--- config.mk ---
export PLATFORM = sky130hd
export DESIGN_NAME = instr_fetch
export DESIGN_NICKNAME = d
export VERILOG_FILES = /design/src/rtl/fetch_pkg.sv /design/src/rtl/fetch_watchdog.sv /design/src/rtl/instr_fetch.sv
export SDC_FILE = /design/constraint.sdc
export NUM_CORES = 1
export LEC_CHECK = 0
export CORE_ASPECT_RATIO = 1.25
export CORE_MARGIN = 1
export CORE_UTILIZATION = 56
export CTS_CLUSTER_DIAMETER = 30
export DETAILED_ROUTE_END_ITERATION = 10
export DONT_BUFFER_PORTS = 1
export HOLD_SLACK_MARGIN = 0.08
export PLACE_DENSITY = 0.71
export SLEW_MARGIN = 20
export SYNTH_ARGS = -nofsm -noshare
export SYNTH_HDL_FRONTEND = slang
export SYNTH_SLANG_ARGS = --single-unit
--- constraint.sdc ---
create_clock -name clk -period 2.93 [get_ports clk]
set_clock_uncertainty 0.1 [all_clocks]
set_input_delay 0.7325 -clock clk [delete_from_list [all_inputs] [get_ports clk]]
set_output_delay 0.7325 -clock clk [all_outputs]
set_load 0.05 [all_outputs]
--- src/rtl/fetch_pkg.sv ---
// Shared types and constants for the instruction fetch unit.
package fetch_pkg;

  typedef enum logic [2:0] {
    ST_IDLE,
    ST_WAIT,
    ST_HOLD,
    ST_DONE,
    ST_FAULT
  } fetch_state_e;

  localparam logic [31:0] DEFAULT_NOP = 32'h0000_0013;  // ADDI x0,x0,0

  localparam logic [1:0] FC_NONE     = 2'd0;
  localparam logic [1:0] FC_MISALIGN = 2'd1;
  localparam logic [1:0] FC_TIMEOUT  = 2'd2;

endpackage

--- src/rtl/fetch_watchdog.sv ---
// Memory-response watchdog: counts enabled cycles and flags the last allowed one.
module fetch_watchdog #(
  parameter int unsigned TIMEOUT_CYCLES = 16
) (
  input  logic clk,
  input  logic srst,
  input  logic clear,
  input  logic enable,
  output logic expired
);

  localparam logic [7:0] LAST_COUNT = 8'(TIMEOUT_CYCLES - 1);

  logic [7:0] count_reg;

  // Count holds the number of completed wait cycles, so the compare fires
  // during the TIMEOUT_CYCLES-th cycle and the FSM can still honour an ack then.
  always_ff @(posedge clk) begin
    if (srst || clear) begin
      count_reg <= 8'd0;
    end else if (enable && !expired) begin
      count_reg <= count_reg + 8'd1;
    end
  end

  assign expired = enable && (count_reg == LAST_COUNT);

endmodule

--- src/rtl/instr_fetch.sv ---
// Instruction fetch unit: reads pc_val, performs one memory word read per
// instruction and hands the result to the decoder, advancing the PC via inc.
module instr_fetch
  import fetch_pkg::*;
#(
  parameter int unsigned TIMEOUT_CYCLES = 16,
  parameter logic [31:0] NOP_INSTR      = DEFAULT_NOP
) (
  input  logic        clk,
  input  logic        clr,
  input  logic [31:0] pc_val,
  input  logic        stall,
  input  logic        flush,
  input  logic        mem_ack,
  input  logic [31:0] mem_rdata,
  output logic        mem_read,
  output logic [31:0] mem_addr,
  output logic [31:0] instr,
  output logic        instr_valid,
  output logic        inc,
  output logic        Disable,
  output logic        fault,
  output logic [1:0]  fault_code
);

  fetch_state_e state_reg;
  logic        mem_read_reg;
  logic [31:0] mem_addr_reg;
  logic [31:0] instr_reg;
  logic        instr_valid_reg;
  logic        inc_reg;
  logic        disable_reg;
  logic        fault_reg;
  logic [1:0]  fault_code_reg;
  logic        discard_reg;
  logic        wd_expired;

  fetch_watchdog #(
    .TIMEOUT_CYCLES(TIMEOUT_CYCLES)
  ) u_watchdog (
    .clk    (clk),
    .srst   (clr),
    .clear  (state_reg == ST_IDLE),
    .enable (state_reg == ST_WAIT),
    .expired(wd_expired)
  );

  always_ff @(posedge clk) begin
    if (clr) begin
      state_reg       <= ST_IDLE;
      mem_read_reg    <= 1'b0;
      mem_addr_reg    <= 32'd0;
      instr_reg       <= NOP_INSTR;
      instr_valid_reg <= 1'b0;
      inc_reg         <= 1'b0;
      disable_reg     <= 1'b1;
      fault_reg       <= 1'b0;
      fault_code_reg  <= FC_NONE;
      discard_reg     <= 1'b0;
    end else begin
      inc_reg <= 1'b0;
      case (state_reg)
        ST_IDLE: begin
          // A redirect makes pc_val stale; sample it again next cycle.
          if (flush) begin
            instr_reg       <= NOP_INSTR;
            instr_valid_reg <= 1'b0;
          end else if (pc_val[1:0] != 2'b00) begin
            state_reg      <= ST_FAULT;
            fault_reg      <= 1'b1;
            fault_code_reg <= FC_MISALIGN;
          end else begin
            mem_addr_reg <= pc_val;
            mem_read_reg <= 1'b1;
            state_reg    <= ST_WAIT;
          end
        end
        ST_WAIT: begin
          if (mem_ack) begin
            mem_read_reg <= 1'b0;
            discard_reg  <= 1'b0;
            if (flush || discard_reg) begin
              state_reg <= ST_IDLE;
              if (flush) begin
                instr_reg <= NOP_INSTR;
              end
            end else begin
              instr_reg       <= mem_rdata;
              instr_valid_reg <= 1'b1;
              if (stall) begin
                state_reg <= ST_HOLD;
              end else begin
                state_reg   <= ST_DONE;
                inc_reg     <= 1'b1;
                disable_reg <= 1'b0;
              end
            end
          end else if (wd_expired) begin
            state_reg      <= ST_FAULT;
            mem_read_reg   <= 1'b0;
            fault_reg      <= 1'b1;
            fault_code_reg <= FC_TIMEOUT;
          end else if (flush) begin
            // The bus transaction must complete; remember to drop its data.
            discard_reg <= 1'b1;
            instr_reg   <= NOP_INSTR;
          end
        end
        ST_HOLD: begin
          if (flush) begin
            state_reg       <= ST_IDLE;
            instr_reg       <= NOP_INSTR;
            instr_valid_reg <= 1'b0;
          end else if (!stall) begin
            state_reg   <= ST_DONE;
            inc_reg     <= 1'b1;
            disable_reg <= 1'b0;
          end
        end
        ST_DONE: begin
          state_reg       <= ST_IDLE;
          instr_valid_reg <= 1'b0;
          disable_reg     <= 1'b1;
          if (flush) begin
            instr_reg <= NOP_INSTR;
          end
        end
        ST_FAULT: begin
          state_reg <= ST_FAULT;
        end
        default: begin
          state_reg <= ST_IDLE;
        end
      endcase
    end
  end

  assign mem_read    = mem_read_reg;
  assign mem_addr    = mem_addr_reg;
  assign instr       = instr_reg;
  assign instr_valid = instr_valid_reg;
  // A redirect arriving during DONE must not let the PC advance past it.
  assign inc         = inc_reg && !flush;
  assign Disable     = disable_reg;
  assign fault       = fault_reg;
  assign fault_code  = fault_code_reg;

endmodule
-- Word level (Yosys, flattened, before mapping)
Cells that the tools add are included.
- register bits: 83
- input port bits: 69
- output and inout bits: 71
- word-level logic and storage cells: 102
- $add $sub $neg: 1
- eq/ne operators: 18
- mux-type cells: 46
- bitwise logic cells: 2
- reduce and logical (&&, ||, !) cells: 24
- operators with widths (kind ; count):
    $mux 32 ; 4
    $pmux 32 s2 ; 1
    $mux 1 ; 23
    $mux 3 ; 6
    $ne 2x2->1 const B ; 9
    $pmux 3 s4 ; 1
    $reduce_and 4->1 ; 3
    $mux 2 ; 5
    $ne 3x3->1 const B ; 3
    $reduce_and 3->1 ; 3
    $add 8x1->8 const B ; 1
    $eq 8x4->1 const B ; 1
    $reduce_bool 2->1 ; 4
    $eq 3x2->1 const B ; 2
    $pmux 1 s2 ; 3
    $pmux 1 s3 ; 2
    $reduce_bool 3->1 ; 2
    $reduce_and 5->1 ; 1
    $pmux 2 s2 ; 1
    $eq 3x1->1 const B ; 1
    $eq 3x3->1 const B ; 1
    $logic_and 1x1->1 ; 3
    $logic_not 3->1 ; 1
    $reduce_or 3->1 ; 1
    other kinds (6) ; 9

-- Longest topological paths before layout
- word-level depth: 5
- mapped depth: 7
- mapped depth without buffers: 5

-- Cells and area by module
Synthesis repeated with hierarchy kept, for this count alone.
- cell total of the unflattened synthesis: 334
- area total of the unflattened synthesis: 3081.7 sq um
- modules (own cells, without submodules) (module ; instances ; cells each ; area an instance (sq um) ; sequential area each (sq um)):
    instr_fetch ; 1 ; 287 ; 2672.6 ; 1501.4
    fetch_watchdog ; 1 ; 47 ; 409.1 ; 160.2

-- Worst setup path after synthesis
No wires, ideal clock.
- path type: in2out
- start point: in flush
- end point: out inc
- data arrival time: 1622 ps
- data required time: 2098 ps
- path slack: 476 ps
- stages: 2
- path buffers: 1
- cell sequence: clkbuf_1 nor2b_1
- cells in the longest elaborated chain, start to end: 2
- RTL lines (item ; RTL line ; RTL):
    start, declared ; instr_fetch.sv:13 ; input logic flush,
    $logic_not 1->1 ; instr_fetch.sv:143 ; assign inc = inc_reg && !flush;
    $logic_and 1x1->1 ; instr_fetch.sv:143 ;
    end, declared ; instr_fetch.sv:20 ; output logic inc,
No other way between the ends.

-- Final worst setup path
- start point: reg state_reg[0]
- end point: reg instr_reg[4] (netlist: instr[4])
- cells in the longest elaborated chain, start to end: 4
- elaborated cells between the ends (all ways): 10
- classes of those cells: 4 x eq/ne; 1 x mux; 5 x reduce/logical
- RTL lines (item ; RTL line ; RTL):
    start, declared ; instr_fetch.sv:26 ; fetch_state_e state_reg;
    start signal, assigned ; instr_fetch.sv:50 ; state_reg <= ST_IDLE;
    start signal, assigned ; instr_fetch.sv:69 ; state_reg <= ST_FAULT;
    start signal, assigned ; instr_fetch.sv:75 ; state_reg <= ST_WAIT;
    $eq 3x1->1 (tied with other cells) ; instr_fetch.sv:44, instr_fetch.sv:62 ;
    $logic_and 1x1->1 / $reduce_or 3->1 (equally long branches) ; n/a ;
    $ne 3x3->1 (no line) / $reduce_bool 2->1 (equally long branches) ; n/a ;
    $reduce_and 2->1 (no line) ; n/a ;
    end signal, assigned ; instr_fetch.sv:88 ; instr_reg <= mem_rdata;
    end, declared ; instr_fetch.sv:29 ; logic [31:0] instr_reg;
Parallel ways exist; a longest one is shown, timed or not.
A chain may end at the register's enable or synchronous reset.

==> impl_metrics.env <==
export IMPL_via_per_inst=5.79
export IMPL_rsz0062_at_grt="false"
export IMPL_arrival_ns=2.19
export IMPL_crit_path_end_kind="register"
export IMPL_fill_cells=464
export IMPL_cp_start_kind="register"
export IMPL_hold_path_class="input port to register"
export IMPL_mostFrequentLayoutCell="dfxtp_1"
export IMPL_power_leakage_nw=1.16
export IMPL_synth_cells=332
export IMPL_path_clk_slew_ns=0.09
export IMPL_numClockSinks=83
export IMPL_critical_path_max_fanout=32
export IMPL_crit_path_start="state_reg[0]"
export IMPL_slowest_delay_ns=0.60
export IMPL_async_flop_share=0
export IMPL_grt_util_all_layers=0.211
export IMPL_r2r_setup_slack_ns=0.84
export IMPL_cts_root_buf="clkbuf_8"
export IMPL_die_h_um=85.3
export IMPL_avgSynthCellArea_um2=9.37
export IMPL_syn_nets=402
export IMPL_port_buffer_count=0
export IMPL_post_drt_wl_per_cell_um=15.8
export IMPL_clock_fmax_mhz=479
export IMPL_hold_path_end="mem_addr[3]"
export IMPL_ios=140
export IMPL_grt_antenna_before_repair=0
export IMPL_num_vias=2259
export IMPL_dieWidth_um=68.6
export IMPL_clock_latency_ns=0.33
export IMPL_drive_above_1_share=0.0976
export IMPL_r2r_end="instr[4]"
export IMPL_layout_nets=393
export IMPL_fin_crit_ns=2.09
export IMPL_post_place_ws_ns=0.762
export IMPL_htreeDepth=3
export IMPL_timing_final_ws_setup_ns=0.844
export IMPL_synth_edf_count=0
export IMPL_place_congestion=0.772
export IMPL_status="complete, no violations"
export IMPL_dieArea_um2=5860
export IMPL_antenna_cells=0
export IMPL_grt_max_degree=46
export IMPL_start_util=0.595
export IMPL_grt_pass1_wl_um=9240
export IMPL_p_per_area_nw_per_um2=664
export IMPL_grt_pass1_vias=2051
export IMPL_crit_required_ns=3.04
export IMPL_final_cell_mix="dfxtp_1 (83), nand2_1 (65), a21oi_1 (40), a22o_1 (29)"
export IMPL_hold_depth=1
export IMPL_min_from="clr"
export IMPL_dp_hpwl_um=4190
export IMPL_final_setup_tns_ns=0
export IMPL_synth_seq_cells=83
export IMPL_setup_viol=0
export IMPL_num_rows=29
export IMPL_slowest_stage="dfxtp_1"
export IMPL_ant_nets=0
export IMPL_ys_seq_area_frac=0.534
export IMPL_ctsResizeCount=0
export IMPL_drt_pass1_iter_count=4
export IMPL_drt_iter0_markers=101
export IMPL_drv_cap=0
export IMPL_total_power_mw=2.18
export IMPL_yosysWarnings=0
export IMPL_post_cts_buffers=0
export IMPL_cts_tree="built"
export IMPL_irDropWorstVdd_mv=0.448
export IMPL_synthToLayoutAreaGrowth_pct=5.47
export IMPL_cts_buffer_depth=2
export IMPL_drc=0
export IMPL_worstReg2RegStart="state_reg[0]"
export IMPL_grt_overflow=0
export IMPL_tightest_slew_ns=0.610
export IMPL_slew_headroom=0.593
export IMPL_routed_wl_um=6140
export IMPL_hold_buffers=0
export IMPL_crit_chain="nor4b_2, nand3_2, a31oi_4, buf_4, a22oi_1"
export IMPL_slew_violations=0
export IMPL_synth_ff_type="dfxtp_1"
export IMPL_ff2ff_path_depth=5
export IMPL_fin_crit_sh=0.712
export IMPL_coreArea_um2=5230
export IMPL_path_class="register to register"
export IMPL_syn_area_um2=3110
export IMPL_synth_cell_types=44
export IMPL_numCtsBuffers=9
export IMPL_hold_viol_final=0
power by group:
part | internal (mW) | total [mW] | switching [mW]
clock network | 0.355 | 0.743 | 0.388
logic | 0.0571 | 0.136 | 0.0791
registers | 1.16 | 1.30 | 0.136
kinds of logic (layout without fill, tap and decap cells):
| family | Yosys count | count (layout) | synth area share |
|---|---|---|---|
| xor gates and xnor gates | 7 | 7 | 0.0197 |
| muxes | 1 | 1 | 0.00322 |
| AOI/OAI and AO/OA | 89 | 89 | 0.199 |
| and+or+nand+nor | 113 | 113 | 0.180 |
| DFF | 83 | 83 | 0.534 |
| buffers and inverters | 38 | 34 | 0.0592 |
| adders and majority gates | 1 | 1 | 0.00402 |
worst max-delay path by stage:
stage	end	cells after the start
2_1_floorplan	inc	2
3_3_place_gp	instr[0]	5
3_5_place_dp	instr[0]	5
4_1_cts	instr[0]	5
5_1_grt	instr[0]	5
6_report	instr[4]	5
critical path: cells and delay by family, from the launching register on:
kind	cells	cell delay, ns
flip-flops	1	0.60
AO/OA/AOI/OAI	2	0.31
buffers and inverters	1	0.32
AND/OR/NAND/NOR	2	0.62
metal layers:
metal | GRT usage | vias to the layer above | share of wire
met5 | 0 | - | 0
met4 | 0.0966 | 0 | 0.013
met3 | 0.0766 | 7 | 0.11
met2 | 0.349 | 98 | 0.48
met1 | 0.233 | 1025 | 0.40
li1 | - | 1129 | -
synth_stat cells, types with 2 or more instances:
cell	instances	area share
a211oi_1	3	0.0072
a21oi_1	40	0.064
a22o_1	29	0.082
a22oi_1	4	0.0097
and3_1	2	0.0040
buf_4	3	0.0072
buf_6	4	0.014
clkbuf_1	18	0.022
dfxtp_1	83	0.53
inv_1	13	0.016
nand2_1	65	0.078
nand3_1	3	0.0048
nand4_1	2	0.0040
nor2_1	14	0.017
nor2b_1	2	0.0040
nor3_1	5	0.0080
nor3b_1	5	0.012
nor4_1	2	0.0040
nor4b_1	2	0.0056
o21ai_0	3	0.0048
or2_2	2	0.0040
xnor2_1	6	0.017
per-stage QoR:
stage                     cell area [µm²]  utilization  hold slack (ns)  cells
after floorplan                      3110            -            0.399    332
after global placement               3090        0.592            0.425    374
after detailed placement             3090        0.592            0.441    374
after CTS                            3280        0.628            0.338    390
after global routing                 3280        0.628            0.325    390
final                                3280        0.628            0.350    390
cell type report:
type / instances / area, µm² / area share
flip-flops and latches: 83 / 1660 / 0.507
multi-input cells: 211 / 1270 / 0.386
well taps: 62 / 77.6 / 0.0237
clock buffers: 11 / 151 / 0.0462
clock inverters: 5 / 36.3 / 0.0111
inverters: 13 / 48.8 / 0.0149
repair buffers: 5 / 37.5 / 0.0114
Note: power is estimated with default switching activity, not from simulation.
